## src/rtl/adder_pkg.sv

```systemverilog
// Shared constants and helpers for the registered carry-lookahead adder.
package adder_pkg;

    // Default operand/sum width of the adder.
    localparam int ADDER_N = 25;

    // Width of one carry-lookahead slice.
    localparam int CLA_W = 4;

    // Number of lookahead slices needed to cover n bits (last one may be partial).
    function automatic int num_slices(input int n, input int w);
        return (n + w - 1) / w;
    endfunction

endpackage

```

## src/rtl/adder_reg_cla_slice.sv

```systemverilog
// One carry-lookahead slice: bit generate/propagate, expanded internal
// carries, sum bits and the group generate/propagate pair used by the
// second-level lookahead in the top level.
module cla_slice
    import adder_pkg::*;
#(
    parameter int W = CLA_W
) (
    input  logic [W-1:0] a,
    input  logic [W-1:0] b,
    input  logic         cin,
    output logic [W-1:0] s,
    output logic         G,
    output logic         P,
    output logic         cout
);

    logic [W-1:0] g;
    logic [W-1:0] p;
    logic [W:0]   gen;   // carry into bit i assuming cin = 0
    logic [W:0]   c;     // carry into bit i including cin

    assign g = a & b;
    assign p = a ^ b;

    // Flat sum-of-products carries: c[i+1] = g[i] | p[i]&g[i-1] | ... | p[i..0]&cin.
    always_comb begin
        logic term;
        logic acc;
        logic pall;
        gen    = '0;
        c      = '0;
        c[0]   = cin;
        for (int i = 0; i < W; i++) begin
            acc = 1'b0;
            for (int j = 0; j <= i; j++) begin
                term = g[j];
                for (int m = j + 1; m <= i; m++) begin
                    term = term & p[m];
                end
                acc = acc | term;
            end
            pall = cin;
            for (int m = 0; m <= i; m++) begin
                pall = pall & p[m];
            end
            gen[i+1] = acc;
            c[i+1]   = acc | pall;
        end
    end

    assign s    = p ^ c[W-1:0];
    assign G    = gen[W];
    assign P    = &p;
    assign cout = c[W];

endmodule

```

## src/rtl/adder_reg.sv

```systemverilog
// N-bit unsigned adder with registered {carry_out, sum}. The datapath is a
// row of carry-lookahead slices whose group G/P feed a second-level
// lookahead; the result is captured one clock after the operands are
// presented. There is no handshake: a new addition is accepted every cycle.
module adder_reg
    import adder_pkg::*;
#(
    parameter int N     = ADDER_N,
    parameter int CLA_W = adder_pkg::CLA_W
) (
    input  logic         clk,
    input  logic         rst,
    input  logic [N-1:0] input1,
    input  logic [N-1:0] input2,
    output logic [N-1:0] sum,
    output logic         carry_out
);

    localparam int NS = num_slices(N, CLA_W);

    logic [NS-1:0] grp_g;
    logic [NS-1:0] grp_p;
    logic [NS:0]   grp_c;              // carry into slice k; grp_c[NS] is the final carry
    logic [NS-1:0] slice_cout_unused;  // per-slice ripple carry, superseded by grp_c
    logic [N-1:0]  sum_comb;

    // Slice row; the last slice narrows to whatever bits remain.
    for (genvar k = 0; k < NS; k++) begin : g_slice
        localparam int LO = k * CLA_W;
        localparam int SW = ((N - LO) < CLA_W) ? (N - LO) : CLA_W;

        cla_slice #(
            .W(SW)
        ) u_slice (
            .a    (input1[LO +: SW]),
            .b    (input2[LO +: SW]),
            .cin  (grp_c[k]),
            .s    (sum_comb[LO +: SW]),
            .G    (grp_g[k]),
            .P    (grp_p[k]),
            .cout (slice_cout_unused[k])
        );
    end

    // Second-level lookahead: carry into slice k from group G/P only (no carry-in).
    always_comb begin
        logic term;
        logic acc;
        grp_c    = '0;
        grp_c[0] = 1'b0;
        for (int k = 1; k <= NS; k++) begin
            acc = 1'b0;
            for (int j = 0; j < k; j++) begin
                term = grp_g[j];
                for (int m = j + 1; m < k; m++) begin
                    term = term & grp_p[m];
                end
                acc = acc | term;
            end
            grp_c[k] = acc;
        end
    end

    // Output register; reset wins over the operand capture on the same edge.
    always_ff @(posedge clk) begin
        if (rst) begin
            sum       <= '0;
            carry_out <= 1'b0;
        end else begin
            sum       <= sum_comb;
            carry_out <= grp_c[NS];
        end
    end

endmodule

```

## config.mk

```make
export PLATFORM = sky130hd
export DESIGN_NAME = adder_reg
export DESIGN_NICKNAME = d
export VERILOG_FILES = /design/src/rtl/adder_pkg.sv /design/src/rtl/adder_reg_cla_slice.sv /design/src/rtl/adder_reg.sv
export SDC_FILE = /design/constraint.sdc
export NUM_CORES = 1
export LEC_CHECK = 0
export ABC_AREA = 1
export CELL_PAD_IN_SITES_DETAIL_PLACEMENT = 1
export CELL_PAD_IN_SITES_GLOBAL_PLACEMENT = 2
export CORE_MARGIN = 5
export CORE_UTILIZATION = 23
export DETAILED_ROUTE_END_ITERATION = 10
export PLACE_DENSITY_LB_ADDON = 0.1
export SETUP_SLACK_MARGIN = 0.2
export SYNTH_ARGS = -nofsm -noshare
export SYNTH_HDL_FRONTEND = slang
export SYNTH_SLANG_ARGS = --single-unit
export TNS_END_PERCENT = 20
```

## constraint.sdc

```tcl
create_clock -name clk -period 2.8 [get_ports clk]
set_clock_uncertainty 0.2 [all_clocks]
set_input_delay 0.56 -clock clk [delete_from_list [all_inputs] [get_ports clk]]
set_output_delay 0.56 -clock clk [all_outputs]
set_load 0.005 [all_outputs]
```

==> run_results.csv <==
group,metric,value,unit
outcome,status,"finished, final reports clean",
worst_setup_path,critPathArrivalTime,2.52,ns
place,placed_area,0.002821,mm²
logic_synthesis,yosysWarnings,0,
global_route,grt_max_degree,16,
die,fp.dieH,96.39,µm
finish,antenna_cells,0,
die,dieArea,0.009291,mm²
finish,synthToLayoutAreaGrowth,89.58,%
logic_synthesis,synth_edf_count,0,
sta,final.setup.tns,0,ns
detailed_routing,ant_nets,0,
worst_setup_path,crit_type,"in2reg",
finish,n_fill_cell,862,
finish,final_cell_mix,"clkdlybuf4s50_1 (45), buf_4 (42), dfxtp_1 (26)",
pwr,vdd_ir_drop_max,0.1730,mV
worst_setup_path,crit_cells,16,
logic_synthesis,syn_avg_cell_area,8.293,µm²
die,core_area,0.007253,mm²
logic_synthesis,syn_area,0.001717,mm²
die,rows,31,
clock_tree,cts_buffers,3,
detailed_routing,drtIter0Drc,27,
detailed_routing,drc,0,
logic_synthesis,synth.ff_latch_count,26,
clock_tree,cts_tree,"done",
sta,slew_headroom,0.6899,
finish,nets,419,
place,hpwlAfterDp,4.128,mm
logic_synthesis,ys_seq_area_frac,0.3032,
finish,fin_area,0.003254,mm²
clock_tree,cts_htree_levels,1,
logic_synthesis,syn_inst,207,
logic_synthesis,yosysUniqueCellTypes,24,
detailed_routing,vias,1786,
detailed_routing,vias_per_cell,4.173,
global_route,grt_use_total,0.1104,
sta,drv_slew,0,
clock_tree,cts-root-buf,"clkbuf_8",
hold_path,worstHoldPathType,"in2reg",
die,num_io_pins,78,
finish,layout_commonest_cell,"clkdlybuf4s50_1",
pwr,p_leak,1.504,nW
detailed_routing,drt_wl_total,5.183,mm
global_route,overflow,0,
clock_tree,clock_path_buffers,2,
sta,max_freq,0.3992,GHz
detailed_routing,wire_per_inst,12.11,µm
worst_setup_path,crit_fanout,2,
detailed_routing,firstDrtPassIters,4,
die,start_util,0.2367,
worst_setup_path,worstPathRequired,2.81,ns
worst_setup_path,cp-endpoint,"sum[11]",
place,globalplace.congestion,0.7245,
worst_setup_path,end_kind,"register",
sta,period_share,0.8947,
finish,drive_gt1_frac,0.3252,
logic_synthesis,synth_fp_nets,296,
global_route,antenna_found_initial,0,
clock_tree,clock_sinks,26,
sta,worst_pin_slew,0.4646,ns
logic_synthesis,async_flop_share,0,
global_route,grt_pass1_wl,8.045,mm
worst_setup_path,critPathMaxStageDelay,0.32,ns
worst_setup_path,critPathSlowestCell,"ha_1",
logic_synthesis,synth_flop_cell,"dfxtp_1",
hold_path,min-delay-start,"input1[0]",
flow_run,cap_violations,0,
sta,rsz0062_at_grt,"no",
worst_setup_path,path_cells,"dlygate4sd2_1 > ha_1 > nand2_2 > inv_1 > nand2_2 > buf_4 > buf_4 > nand3_1 > ha_1 > nand2_1 > nand3_1 > nand2_1 > inv_1 > nor2_2 > o21ai_0 > a21oi_1",
sta,hold_viol,0,
sta,fin_crit,2.505,ns
worst_setup_path,startpoint,"input1[6]",
worst_setup_path,crit_family,"simple AND/OR/NAND/NOR gates",
worst_setup_path,path_buf_inv,5,
place,port_buffers,77,
worst_setup_path,cp-start-kind,"input pin",
pwr,cellPowerDensity,398.8,mW/mm²
die,die-width,96.39,µm
global_route,grt_pass1_vias,1886,
clock_tree,clk_pin_slew,0.10,ns
sta,setup_viol,0,
==> tightest hold or removal path, cell delays in order <==
cell and delay, ns:
dlygate4sd2_1 0.20, ha_2 0.14, inv_1 0.03, nor2_1 0.06
==> Yosys cell counts, types with 2 or more instances <==
library cell,n,area share
nor2_2,2,0.0073
nor2_1,27,0.059
inv_1,23,0.050
fa_1,6,0.070
o21bai_1,2,0.0087
a21oi_1,13,0.038
o21ai_0,11,0.032
ha_1,31,0.23
nor3_1,2,0.0058
dfxtp_1,26,0.30
inv_2,2,0.0044
xnor2_1,6,0.031
nand2_1,29,0.063
nand2_2,11,0.040
nand3_1,7,0.020
==> per-stage QoR <==
stage | hold slack [ns] | power (mW) | util | setup slack, ns | std cells
detailed placement | 1.068 | 0.9032 | 0.3890 | -0.4453 | 410
floorplan | 0.4224 | 0.6336 | - | 0.2250 | 207
global route | 0.5595 | 1.393 | 0.4487 | 0.1990 | 428
global placement | 1.067 | 0.8966 | 0.3890 | -0.4126 | 410
finish | 0.5398 | 1.298 | 0.4487 | 0.2948 | 428
CTS | 0.5379 | 1.291 | 0.4316 | 0.2087 | 423
==> per-layer routing <==
layer | GRT usage | part of all wire
met5 | 0 | 0
met4 | 0.03505 | 0.013
met3 | 0.01162 | 0.046
met2 | 0.2047 | 0.50
met1 | 0.1323 | 0.44
==> what timing repair did <==
action / in CTS / in global routing
resized for setup: 67 / 23
setup buffers: 9 / 5
hold buffers: 0 / 0
gates cloned: 0 / 0
pin swaps: 34 / 26
setup endpoints to repair: 16 / 8
==> worst min path at each step <==
stage,endpoint,slack (ns),cells after the start
finish,sum[0],0.54,4
detailed placement,sum[0],1.07,1
floorplan,carry_out,0.42,1
global route,sum[0],0.56,4
CTS,sum[0],0.54,4
global placement,sum[0],1.07,1
==> kinds of logic after synthesis <==
logic type | share of synthesized area
DFF | 0.3032
AOI/OAI and AO/OA | 0.09548
adders and majority gates | 0.2959
and+or+nand+nor | 0.2136
xor gates and xnor gates | 0.03061
buffers and inverters | 0.06122
==> sequential cells by signal (all words and copies together), names as in the netlist <==
name,count
sum,25
carry_out,1
==> cell type report <==
cell class | instances | area, µm² | share of cell area
clock buffers | 3 | 41.29 | 0.01269
clock inverters | 1 | 30.03 | 0.009227
inverters | 26 | 97.59 | 0.02999
multi-input cells | 153 | 1368 | 0.4202
flip-flops and latches | 26 | 520.5 | 0.1599
well taps | 99 | 123.9 | 0.03806
repair buffers | 120 | 1074 | 0.3299
==> where the power goes <==
part           internal, mW  switching [mW]  total, mW
logic                 0.312           0.226      0.538
registers             0.416          0.0131      0.429
clock network         0.192           0.139      0.331
Note: power is estimated with default switching activity, not from simulation.
==> variant 1, RTL diff (same flow settings) <==
Put one more register stage on the output `carry_out`. The value now appears one clock later. The other outputs are not delayed to match. Comments in the files are not updated.
--- a/src/rtl/adder_reg.sv
+++ b/src/rtl/adder_reg.sv
@@ -19,2 +19,4 @@
     localparam int NS = num_slices(N, CLA_W);
+
+    logic carry_s0;
 
@@ -67,7 +69,11 @@
             sum       <= '0;
-            carry_out <= 1'b0;
+            carry_s0 <= 1'b0;
         end else begin
             sum       <= sum_comb;
-            carry_out <= grp_c[NS];
+            carry_s0 <= grp_c[NS];
         end
+    end
+
+    always_ff @(posedge clk) begin
+        carry_out <= carry_s0;
     end
Check against the original RTL: not equivalent (a bounded check fails within 4 cycles, from zero or initial values and one cycle with rst high).
==> variant 1 against the original RTL <==
  * Highest routed layer unchanged
  * Synthesized area increased by 1.2%
  * Power down 4.1%
  * Utilization rose by 1.5 points
  * Sequential power grew 3%
  * Sequential cell count increased by 1
  * Routed wire length grew 4.8%
  * Critical path depth fell by 2
  * Worst setup slack worse by 0.0075 ns
  * Final area is 3.8% higher
==> variant 1: results (changes against the original RTL) <==
metric	value	unit	change
grt_util_met1	0.1344		+0.002134
power.net_switching	0.3837	mW	+1.5%
detailed_place_hpwl	4201	um	+1.8%
hp-class	flip-flop to flip-flop		
drive_gt1_frac	0.3542		+0.02894
post-place-ws	-0.4162	ns	+0.02912 ns
cts-root-buf	clkbuf_8		
grt_pass1_vias	1933		+2.5%
run_status	finished, final reports clean		
htreeDepth	1		unchanged
viasPerCell	4.154		-0.46%
wl_met3	390	um	+63%
use_met2	0.1948		-0.009917
wl_per_cell	12.45	um	+2.8%
met3_usage	0.04101		+0.02939
vdd_ir_drop_max	0.2203	mV	+27%
synthFlopType	dfxtp_1		
synth_nets	297		+0.34%
met1Wirelength	2333	um	+2.7%
synth_common_cells	ha_1, nand2_1, dfxtp_1, nor2_1, inv_1		
min_to	carry_out$_DFF_P_		
grt_max_degree	15		-1
fin_nets	426		+1.7%
ff2ff_path_depth	0		
clk_pin_slew	0.10	ns	about the same
whs_path_depth	0		-4
period_share	0.8974		+0.002662
ys_seq_area_frac	0.3112		+0.008032
routabilityCongestion	0.7322		+1.1%
hold_start	carry_s0$_SDFF_PP0_		
cp_max_fo	3		+1
setup.worst_path.start	input1[1]		
drt-pass1-iter-count	4		unchanged
max_slew.worst_pin.slew	0.4266	ns	-0.03798 ns
grt_pass1_wl	8914	um	+11%
r2r_end	carry_out$_DFF_P_		
reg.largest.list	sum x25, carry_out x1, carry_s0 x1		
drtIter0Drc	14		-48%
leakage	1.585	nW	+5.4%
synthArstFlopShare	0		unchanged
antenna_found_initial	1		+1
r2r_slack	2.20	ns	
ys_top_cells_by_area	dfxtp_1, ha_1, fa_1, nand2_1, nor2_1		
wl_met2	2672	um	+2.5%
reg2reg_from	carry_s0$_SDFF_PP0_		
track_usage	0.1129		+0.002497
worstSetupEndpoint	sum[17]$_SDFF_PP0_		
arrival	2.49	ns	-0.03 ns
dpl_cell_area	2856	um2	+1.2%
cts_buffer_depth	2		unchanged
variant 1: changes by cell type in the layout (fill, tap and decap cells not counted), moves of 3 or more:
cell / change
buf_4: +4
dlygate4sd2_1: -7
dlymetal6s2s_1: +6
ha_4: +3
nand2_1: -3
variant 1: power groups by stage:
stage	registers, mW	clock network (mW)	logic, mW
5_1_grt	0.449	0.267	0.631
6_report	0.443	0.237	0.565
3_5_place_dp	0.453	0	0.473
2_1_floorplan	0.459	0	0.191
3_3_place_gp	0.452	0	0.470
4_1_cts	0.444	0.250	0.524
variant 1: metrics by stage:
step,hold slack [ns],cells
after global routing,0.1491,436
final,0.1367,436
after floorplan,0.1096,208
after CTS,0.1418,426
after detailed placement,0.1153,413
after global placement,0.1107,413
variant 1: logic make-up after synthesis:
family	Yosys count	share of synthesized area
compound gates	29	0.09438
fa+ha+maj	37	0.2925
flops	27	0.3112
simple gates	81	0.2111
buf+inv	28	0.06051
xor+xnor	6	0.03026
variant 1: critical path, stage by stage:
cell and delay, ns:
dlygate4sd2_1 0.27, ha_4 0.23, ha_4 0.16, nand3_4 0.06
nand4_4 0.09, nand2_4 0.09, nand2_2 0.05, nand3_2 0.05
nand2_2 0.07, buf_6 0.13, buf_4 0.12, fa_1 0.38
xnor2_1 0.15, nor2_1 0.05
variant 1: layout make-up:
class	instances	area, um2
antenna	1	2.502
timing repair buffer	126	1150
fill	867	3914
clock buffer	4	45.04
tap	99	123.9
sequential	27	540.5
multi-input combinational	153	1419
inverter	26	97.59
variant 1: timing repair:
action	in CTS	in global routing
hold buffers	0	0
gates resized for setup	61	44
cloned	0	0
buffers inserted	9	9
pin swaps	31	32
setup endpoints to repair	17	12
==> variant 2, RTL diff (same flow settings) <==
Without the edit above. Set the package constant `CLA_W` to 5 (it was 4).
--- a/src/rtl/adder_pkg.sv
+++ b/src/rtl/adder_pkg.sv
@@ -7,3 +7,3 @@
     // Width of one carry-lookahead slice.
-    localparam int CLA_W = 4;
+    localparam int CLA_W = 5;
 
Behaviour: unchanged (Yosys induction, for registers that start in step).
==> variant 2 against the original RTL <==
  * Routed wire length is 3.1% higher
  * Sequential cell count unchanged
  * Power grew 1.6%
  * Cell count up 1.2%
  * Combinational power increased by 5.0%
  * Synthesized area decreased by 2.8%
  * Non-clock buffer count is 10 higher
  * Via count is 0.45% higher
  * Final area rose by 2.5%
  * Worst setup slack improved by 0.045 ns
  * Sequential share of layout area shrank 0.39 points
  * Clock power down 2%
  * Largest cell class unchanged
  * Highest routed layer unchanged
==> variant 2: results (changes against the original RTL) <==
metric	value	unit	change
post-cts-setup-buffers	14		+5
leakage	1.547	nW	+2.9%
arrival	2.44	ns	-0.08 ns
drive_gt1_frac	0.3473		+0.02208
min_to	sum[1]$_SDFF_PP0_		
detailed_place_hpwl	4091	um	-0.88%
grt_util_met1	0.1420		+0.009740
synth_nets	289		-2.4%
reg.largest.list	sum x25, carry_out x1		
routabilityCongestion	0.7450		+2.8%
met1Wirelength	2353	um	+3.6%
max_stage_delay	0.45	ns	+0.13 ns
hold_start	input2[1]		
met3_usage	0.02368		+0.01206
ys_seq_area_frac	0.3121		+0.008871
viasPerCell	4.143		-0.71%
run_status	finished, final reports clean		
drtIter0Drc	9		-67%
wl_met3	331	um	+38%
grt_pass1_wl	8280	um	+2.9%
worstSetupEndpoint	sum[18]$_SDFF_PP0_		
vdd_ir_drop_max	0.1888	mV	+9.1%
use_met2	0.2082		+0.003448
wl_met2	2614	um	+0.31%
setup.worst_path.start	input1[9]		
track_usage	0.1166		+0.006190
fin_crit	2.460	ns	-0.04541 ns
powerClk	0.326	mW	-2%
ys_top_cells_by_area	dfxtp_1, ha_1, nand2_1, nor2_1, fa_1		
fin_nets	422		+0.72%
p_int	0.9409	mW	+2.3%
grt_max_degree	17		+1
wl_per_cell	12.34	um	+1.9%
cts_resized	79		+18%
post-place-ws	-0.4577	ns	-0.01237 ns
fillers	850		-1.4%
drt-pass1-iter-count	3		-1
crit_slowest_cell	clkdlybuf4s50_1		
maxSlewHeadroom	0.7328		+0.04291
grt_pass1_vias	1937		+2.7%
postLayoutCoreUtil	0.4674		+0.01871
dpl_cell_area	2818	um2	-0.13%
swShare	0.2862		-0.004926
cp_max_fo	3		+1
comb_power_share	0.429		+0.014
synth_common_cells	nand2_1, ha_1, nor2_1		
[variant 2: changes by cell type in the layout (fill, tap and decap cells not counted), moves of 4 or more]
cell | before | now
buf_4 | 42 | 53
nand3_2 | 2 | 6
nand2_1 | 18 | 22
nand2_2 | 20 | 12
[variant 2: through the flow]
stage	std cells	hold slack, ns	setup TNS, ns
after CTS	429	0.5566	0
final	433	0.5423	0
after global placement	411	1.066	-5.165
after global routing	433	0.5584	0
after detailed placement	411	1.064	-5.935
after floorplan	202	0.5794	0
[variant 2: cell type report]
class,instances,share of cell area
Clock buffer,3,0.01238
Tap cell,99,0.03713
Clock inverter,1,0.009002
Timing Repair Buffer,130,0.3383
Multi-Input combinational cell,153,0.4235
Inverter,21,0.02363
Sequential cell,26,0.1560
[variant 2: kinds of logic (layout without fill, tap and decap cells)]
group	after synthesis	in the layout	synth area share
compound gates	31	31	0.1103
xor+xnor	6	6	0.03151
fa+ha+maj	35	35	0.2851
buf+inv	23	155	0.05176
flops	26	26	0.3121
simple gates	81	81	0.2093
